`src/rtl/mask_tile_pkg.sv`:
```
// Shared types and helpers for the repeated-tile mask streamer.
package mask_tile_pkg;

  typedef enum logic [1:0] {
    ST_IDLE = 2'd0,
    ST_LOAD = 2'd1,
    ST_RUN  = 2'd2
  } state_t;

  localparam int PAT_MAX = 8;

  typedef logic [0:PAT_MAX-1][0:PAT_MAX-1] tile_t;

  // Row k of the tile is the pw-bit slice starting at k*pw; columns past pw are zero.
  function automatic tile_t unpack_tile(input logic [0:63] fp, input logic [3:0] pw);
    tile_t      t;
    logic [6:0] idx;
    t = '0;
    for (int k = 0; k < PAT_MAX; k++) begin
      for (int c = 0; c < PAT_MAX; c++) begin
        idx = 7'(k) * {3'b000, pw} + 7'(c);
        if ((4'(c) < pw) && (idx < 7'd64)) begin
          t[k][c] = fp[idx[5:0]];
        end else begin
          t[k][c] = 1'b0;
        end
      end
    end
    return t;
  endfunction

  function automatic logic [2:0] wrap_mod(input logic [2:0] x, input logic [3:0] m);
    logic [3:0] r;
    r = {1'b0, x};
    for (int i = 0; i < PAT_MAX; i++) begin
      if ((m != 4'd0) && (r >= m)) begin
        r = r - m;
      end else begin
        r = r;
      end
    end
    return r[2:0];
  endfunction

endpackage

```
`src/rtl/mask_seg_expand.sv`:
```
// Expands one tile row into a SEG_W-bit segment starting at a given column phase,
// zeroing bits past the remaining active width.
module mask_seg_expand
  import mask_tile_pkg::*;
#(
  parameter int SEG_W = 64
) (
  input  logic [0:PAT_MAX-1] tile_row,
  input  logic [3:0]         pat_w,
  input  logic [2:0]         phase,
  input  logic [11:0]        rem,
  output logic [0:SEG_W-1]   seg_bits,
  output logic [2:0]         next_phase
);

  logic [2:0] ph_s;

  // Walk the column phase across the segment with a wrap compare instead of a modulo.
  always_comb begin
    ph_s     = phase;
    seg_bits = '0;
    for (int i = 0; i < SEG_W; i++) begin
      if (12'(i) < rem) begin
        seg_bits[i] = tile_row[ph_s];
      end else begin
        seg_bits[i] = 1'b0;
      end
      if ({1'b0, ph_s} == (pat_w - 4'd1)) begin
        ph_s = 3'd0;
      end else begin
        ph_s = ph_s + 3'd1;
      end
    end
    next_phase = ph_s;
  end

endmodule

```
`src/rtl/mask_tile_stream.sv`:
```
// Repeated-tile exposure mask streamer with valid/ready segments and row/frame flags.
// Define MASK_TILE_SLIDE_EN to enable per-frame horizontal tile sliding.
module mask_tile_stream
  import mask_tile_pkg::*;
#(
  parameter int MAX_W = 1920,
  parameter int MAX_H = 1080,
  parameter int SEG_W = 64
) (
  input  logic             clk,
  input  logic             rst,
  input  logic             clk_en,
  input  logic [10:0]      image_sensor_w,
  input  logic [10:0]      image_sensor_h,
  input  logic [3:0]       pattern_w,
  input  logic [3:0]       pattern_h,
  input  logic [0:63]      full_pattern,
  input  logic [2:0]       slide_step,
  input  logic             right_sliding,
  input  logic             start_pattern,
  input  logic             stop_pattern,
  output logic [0:SEG_W-1] seg_data,
  output logic             seg_valid,
  input  logic             seg_ready,
  output logic             seg_last_row,
  output logic             seg_last_frame,
  output logic             busy,
  output logic             cfg_err
);

  state_t      state_r, state_next_s;
  logic [10:0] w_r, h_r, row_r;
  logic [3:0]  pw_r, ph_r;
  tile_t       tile_r;
  logic [2:0]  rph_r, cph_r;
  logic [11:0] col_r;
  logic        stop_pend_r;

  logic             cfg_ok_s, accept_s, finish_s, advance_s;
  logic             row_end_s, frame_end_s;
  logic [11:0]      rem_s;
  logic [2:0]       rph_next_s, next_phase_s, offset_s, offset_adv_s, next_off_s, row_phase_s;
  logic [0:SEG_W-1] exp_bits_s;

  assign cfg_ok_s = (pattern_w != 4'd0) && (pattern_w <= 4'd8) &&
                    (pattern_h != 4'd0) && (pattern_h <= 4'd8) &&
                    (image_sensor_w != 11'd0) && (image_sensor_w <= 11'(MAX_W)) &&
                    (image_sensor_h != 11'd0) && (image_sensor_h <= 11'(MAX_H));

  assign accept_s    = seg_valid && seg_ready;
  assign finish_s    = (state_r == ST_RUN) && accept_s && seg_last_frame && stop_pend_r;
  assign advance_s   = (state_r == ST_LOAD) || ((state_r == ST_RUN) && accept_s && !finish_s);
  assign rem_s       = {1'b0, w_r} - col_r;
  assign row_end_s   = (col_r + 12'(SEG_W)) >= {1'b0, w_r};
  assign frame_end_s = (row_r == (h_r - 11'd1));
  assign rph_next_s  = ({1'b0, rph_r} == (ph_r - 4'd1)) ? 3'd0 : (rph_r + 3'd1);

`ifdef MASK_TILE_SLIDE_EN
  logic [2:0] step_r, offset_r;
  logic       right_r;
  logic [3:0] sum_s;

  assign offset_s = offset_r;

  // Next frame's offset, kept in 0..pw-1 by a single conditional wrap.
  always_comb begin
    sum_s = {1'b0, offset_r} + {1'b0, step_r};
    if (right_r) begin
      if (sum_s >= pw_r) begin
        offset_adv_s = 3'(sum_s - pw_r);
      end else begin
        offset_adv_s = sum_s[2:0];
      end
    end else begin
      if (offset_r >= step_r) begin
        offset_adv_s = offset_r - step_r;
      end else begin
        offset_adv_s = 3'({1'b0, offset_r} + pw_r - {1'b0, step_r});
      end
    end
  end

  // Slide shadow registers; step is pre-reduced mod pw when the config is latched.
  always_ff @(posedge clk or posedge rst) begin
    if (rst) begin
      step_r   <= 3'd0;
      right_r  <= 1'b0;
      offset_r <= 3'd0;
    end else if (clk_en) begin
      if ((state_r == ST_IDLE) && start_pattern) begin
        step_r   <= wrap_mod(slide_step, pattern_w);
        right_r  <= right_sliding;
        offset_r <= 3'd0;
      end else if (advance_s && row_end_s && frame_end_s) begin
        offset_r <= offset_adv_s;
      end
    end
  end
`else
  logic unused_slide_s;
  assign unused_slide_s = ^{slide_step, right_sliding};
  assign offset_s       = 3'd0;
  assign offset_adv_s   = 3'd0;
`endif

  // Column phase at column 0 of the next row is (-offset) mod pw.
  always_comb begin
    if (frame_end_s) begin
      next_off_s = offset_adv_s;
    end else begin
      next_off_s = offset_s;
    end
    if (next_off_s == 3'd0) begin
      row_phase_s = 3'd0;
    end else begin
      row_phase_s = 3'(pw_r - {1'b0, next_off_s});
    end
  end

  mask_seg_expand #(.SEG_W(SEG_W)) u_expand (
    .tile_row   (tile_r[rph_r]),
    .pat_w      (pw_r),
    .phase      (cph_r),
    .rem        (rem_s),
    .seg_bits   (exp_bits_s),
    .next_phase (next_phase_s)
  );

  // Next-state logic.
  always_comb begin
    state_next_s = state_r;
    case (state_r)
      ST_IDLE: begin
        if (start_pattern && cfg_ok_s) begin
          state_next_s = ST_LOAD;
        end else begin
          state_next_s = ST_IDLE;
        end
      end
      ST_LOAD: state_next_s = ST_RUN;
      ST_RUN: begin
        if (finish_s) begin
          state_next_s = ST_IDLE;
        end else begin
          state_next_s = ST_RUN;
        end
      end
      default: state_next_s = ST_IDLE;
    endcase
  end

  // State register.
  always_ff @(posedge clk or posedge rst) begin
    if (rst) begin
      state_r <= ST_IDLE;
    end else if (clk_en) begin
      state_r <= state_next_s;
    end
  end

  // Counters run one segment ahead of the output register, which reloads on each accept.
  always_ff @(posedge clk or posedge rst) begin
    if (rst) begin
      w_r            <= 11'd0;
      h_r            <= 11'd0;
      pw_r           <= 4'd0;
      ph_r           <= 4'd0;
      tile_r         <= '0;
      row_r          <= 11'd0;
      rph_r          <= 3'd0;
      col_r          <= 12'd0;
      cph_r          <= 3'd0;
      stop_pend_r    <= 1'b0;
      seg_data       <= '0;
      seg_valid      <= 1'b0;
      seg_last_row   <= 1'b0;
      seg_last_frame <= 1'b0;
      busy           <= 1'b0;
      cfg_err        <= 1'b0;
    end else if (clk_en) begin
      busy <= (state_next_s != ST_IDLE);
      case (state_r)
        ST_IDLE: begin
          if (start_pattern) begin
            w_r         <= image_sensor_w;
            h_r         <= image_sensor_h;
            pw_r        <= pattern_w;
            ph_r        <= pattern_h;
            tile_r      <= unpack_tile(full_pattern, pattern_w);
            cfg_err     <= !cfg_ok_s;
            row_r       <= 11'd0;
            rph_r       <= 3'd0;
            col_r       <= 12'd0;
            cph_r       <= 3'd0;
            stop_pend_r <= 1'b0;
          end
        end
        ST_LOAD, ST_RUN: begin
          if (advance_s) begin
            seg_data       <= exp_bits_s;
            seg_valid      <= 1'b1;
            seg_last_row   <= row_end_s;
            seg_last_frame <= row_end_s && frame_end_s;
            if (row_end_s) begin
              col_r <= 12'd0;
              cph_r <= row_phase_s;
              if (frame_end_s) begin
                row_r <= 11'd0;
                rph_r <= 3'd0;
              end else begin
                row_r <= row_r + 11'd1;
                rph_r <= rph_next_s;
              end
            end else begin
              col_r <= col_r + 12'(SEG_W);
              cph_r <= next_phase_s;
            end
          end else if (finish_s) begin
            seg_data       <= '0;
            seg_valid      <= 1'b0;
            seg_last_row   <= 1'b0;
            seg_last_frame <= 1'b0;
          end
          if ((state_r == ST_RUN) && stop_pattern) begin
            stop_pend_r <= 1'b1;
          end else if (finish_s) begin
            stop_pend_r <= 1'b0;
          end
        end
        default: ;
      endcase
    end
  end

endmodule

```
`config.mk`:
```
export PLATFORM = sky130hd
export DESIGN_NAME = mask_tile_stream
export DESIGN_NICKNAME = d
export VERILOG_FILES = /design/src/rtl/mask_tile_pkg.sv /design/src/rtl/mask_seg_expand.sv /design/src/rtl/mask_tile_stream.sv
export SDC_FILE = /design/constraint.sdc
export NUM_CORES = 2
export LEC_CHECK = 0
export ABC_AREA = 1
export CORE_ASPECT_RATIO = 1.25
export CORE_MARGIN = 10
export CORE_UTILIZATION = 55
export DETAILED_ROUTE_END_ITERATION = 10
export PLACE_DENSITY_LB_ADDON = 0.1
export SETUP_SLACK_MARGIN = 0.15
export SLEW_MARGIN = 25
export SYNTH_ARGS = -nofsm -noshare
export SYNTH_HDL_FRONTEND = slang
export SYNTH_HIERARCHICAL = 1
export SYNTH_SLANG_ARGS = --single-unit
```
`constraint.sdc`:
```
create_clock -name clk -period 50.3 [get_ports clk]
set_input_delay 5.03 -clock clk [delete_from_list [all_inputs] [get_ports clk]]
set_output_delay 5.03 -clock clk [all_outputs]
set_load 0.1 [all_outputs]
```
==> impl_metrics.py <==
metrics = {
    "timing": {
        "totalNegativeSetupSlack_ps": 0,
        "hold_viol": 0,
        "maxSlewHeadroom": 0.2221,
        "finalClockSkew_ps": 35.94,
        "period_share": 0.7987,
        "tightest_slew_ps": 1162,
        "setup_viol": 0,
        "min_period_ps": 40170,
        "slew_viol_final": 0,
        "fmax_mhz": 24.89,
        "rsz0062_at_grt": "no",
    },
    "critical_path": {
        "critical-path-top-delay-family": "simple AND/OR/NAND/NOR gates",
        "worst_path_most_repeated_cell": "nand2_1",
        "worstPathArrival_ps": 40570,
        "crit_path_end_kind": "flop",
        "path_buf_inv": 50,
        "cp.required_ps": 50700,
        "slowest_delay_ps": 550,
        "crit_type": "flop to flop",
        "crit_slowest_cell": "buf_4",
        "start_kind": "flop",
        "path_max_fanout": 45,
    },
    "placed_design": {
        "dpl.cell_count": 6644,
        "place_congestion": 1.140,
        "numPortBuffers": 168,
        "hpwl_mm": 115.8,
    },
    "global_routing": {
        "grt_pass1_vias": 38240,
        "grt-ovfl-total": 0,
        "grt_max_degree": 120,
        "grt_usage": 0.4345,
        "grt_pass1_wl_mm": 235.7,
        "antenna_found_initial": 3,
    },
    "logic_synthesis": {
        "avgSynthCellArea_um2": 5.648,
        "synth_warnings": 6,
        "synth_edf_count": 0,
        "synth_xor_area_frac": 0.03778,
        "syn_area_um2": 33550,
        "synth.area.mux_share": 0.0002984,
        "yosys.area_share.simple": 0.4641,
        "synth-seq-cells": 189,
        "synth_top_family_by_area": "simple AND/OR/NAND/NOR gates",
        "synthCells": 5940,
        "ys.flop_type": "dfrtp_1",
        "syn-num-nets": 6182,
        "synthDistinctLibCells": 69,
        "synth_adder_area_share": 0.05281,
        "synth_compound_area_frac": 0.1894,
        "yosysSeqAreaShare": 0.1410,
        "ys_async_sr_fraction": 1.000,
    },
    "die": {
        "start_util": 0.5542,
        "core_um2": 60530,
        "boundaryPins": 173,
        "core.rowCount": 101,
        "die-area_um2": 71330,
        "die_y_um": 296.1,
        "fp.dieW_um": 240.9,
    },
    "run_status": {
        "run_status": "finished, final reports clean",
    },
    "clock_network": {
        "clockRootBuffer": "clkbuf_16",
        "clkSinkCount": 189,
        "cts.htree.levels": 4,
        "cts_tree": "built",
        "postCtsSetupBuffers": 0,
        "ctsHoldBuffers": 0,
        "cts_buffers": 17,
        "clk_path_buf_depth": 2,
        "clk_pin_slew_ps": 80,
        "cts_resized": 0,
        "worst_skew_pair.late_latency_ps": 500,
    },
    "drt": {
        "antenna_left": 0,
        "via_per_inst": 6.404,
        "drc": 0,
        "drt-initial-drc-count": 5994,
        "wl_per_cell_um": 24.02,
        "vias": 42760,
        "dr.pass1.iters": 8,
        "finalWirelength_mm": 160.4,
    },
    "cells_and_area": {
        "ff_latch_area_um2": 4730,
        "drive_above_1_share": 0.08657,
        "area_delta_synth_final_pct": 6.732,
        "multi_input_area_um2": 25150,
        "stdcell_count": 6676,
        "fin_nets": 6133,
        "nFillCells": 6304,
    },
    "flow_run": {
        "cap_violations": 0,
    },
    "worst_hold_path": {
        "hold_class": "flop to flop",
    },
}
==> path summary, 6_finish.rpt <==
check	start	slack [ps]	cells after the start	endpoint
setup / recovery	pw_r[0]	10130	264	cph_r[2]
hold / removal	seg_data[37]	480	2	seg_data[37]
setup reg to reg	pw_r[0]	10130	264	cph_r[2]
hold reg to reg	seg_data[37]	480	2	seg_data[37]
max in group asynchronous	rst	43680	3	tile_r[12]
min in group asynchronous	rst	5130	2	seg_data[57]
==> worst reg2reg max path: cells and delay by family (launching register included) <==
kind            cells  cell delay (ps)
compound gates     16             2450
fa+ha+maj          33             7590
buf+inv            50             5700
simple gates      136            17410
flops               1              390
xor+xnor           29             6560
==> per-stage QoR <==
step	hold WS [ps]	worst slack, ps	area, µm²	utilization
after floorplan	443.6	16520	33550	-
after global placement	458.6	12040	35230	0.5821
after detailed placement	461.8	11270	35230	0.5821
after CTS	482.3	11060	35800	0.5914
after global routing	500.5	6332	35810	0.5915
final	479.5	10130	35810	0.5915
==> cell usage after synthesis, types with 21 or more instances <==
| library cell | number | area, µm² |
|---|---|---|
| clkbuf_1 | 139 | 521.8 |
| a31oi_1 | 21 | 131.4 |
| buf_2 | 80 | 400.4 |
| ha_1 | 132 | 1652 |
| nand2_4 | 27 | 304.0 |
| o211ai_1 | 101 | 758.2 |
| nand2_2 | 108 | 675.7 |
| o21ai_1 | 24 | 120.1 |
| nand2_1 | 1778 | 6674 |
| a21oi_1 | 324 | 1622 |
| nand4_1 | 29 | 181.4 |
| nor3_1 | 27 | 135.1 |
| nor2_2 | 82 | 513.0 |
| nor2_1 | 435 | 1633 |
| dfrtp_1 | 189 | 4730 |
| inv_2 | 93 | 349.1 |
| buf_1 | 29 | 108.9 |
| xor2_1 | 63 | 551.8 |
| xnor2_1 | 47 | 411.6 |
| a311oi_1 | 42 | 367.9 |
| inv_1 | 465 | 1745 |
| nand3_1 | 975 | 4880 |
| o221ai_1 | 48 | 420.4 |
| o21ai_0 | 420 | 2102 |
==> cells in the final DEF, fill, tap and decap left out, drive strengths merged, types with 2 or more instances in the layout <==
master	n
nor3	27
a311oi	42
nand2	1913
clkdlybuf4s50	166
dfrtp	189
a21boi	2
fa	6
inv	567
xnor2	62
o21bai	2
a31oi	21
nand4	29
o311ai	2
o31ai	7
nand3	995
a221oi	18
xor2	66
o32ai	8
o221ai	48
a41oi	3
buf	77
nor2	521
a211oi	13
conb	2
a21oi	341
o21ai	449
or2	2
o211ai	101
nand3b	17
clkinv	14
clkbuf	19
ha	132
nor4	6
and2	6
o22ai	17
==> registers in the layout, indices dropped and copies added (netlist names), 2 cells and up <==
name and cells:
col_r 6, pw_r 4, rph_r 3, seg_data 64
cph_r 3, tile_r 64, w_r 11, h_r 11
ph_r 4, state_r 2, row_r 11
==> logic make-up (layout without fill, tap and decap cells) <==
group,count (synthesis),count (layout)
and+or+nand+nor,3519,3519
xor gates and xnor gates,128,128
DFF,189,189
muxes,1,1
other,2,3
adders and majority gates,138,138
buffers and inverters,881,844
AOI/OAI and AO/OA,1082,1082
==> cell type report <==
cell class / count / area share
clock buffer: 19 / 0.01237
tap: 772 / 0.02698
clock inverter: 12 / 0.003320
antenna: 1 / 0.00006989
inverter: 570 / 0.06038
timing repair buffer: 243 / 0.06248
multi-input combinational: 4870 / 0.7023
sequential: 189 / 0.1321
==> routing by layer <==
| metal | global-route usage | wire, µm | vias up |
|---|---|---|---|
| met5 | 0 | 20 | - |
| met1 | 0.4728 | 53720 | 19300 |
| met2 | 0.6920 | 71170 | 2887 |
| li1 | - | - | 19710 |
| met4 | 0.4198 | 18170 | 2 |
| met3 | 0.09062 | 17290 | 861 |
Power is not shown: default switching activity piles up to over one toggle a cycle in this logic, so the estimate is an artifact.
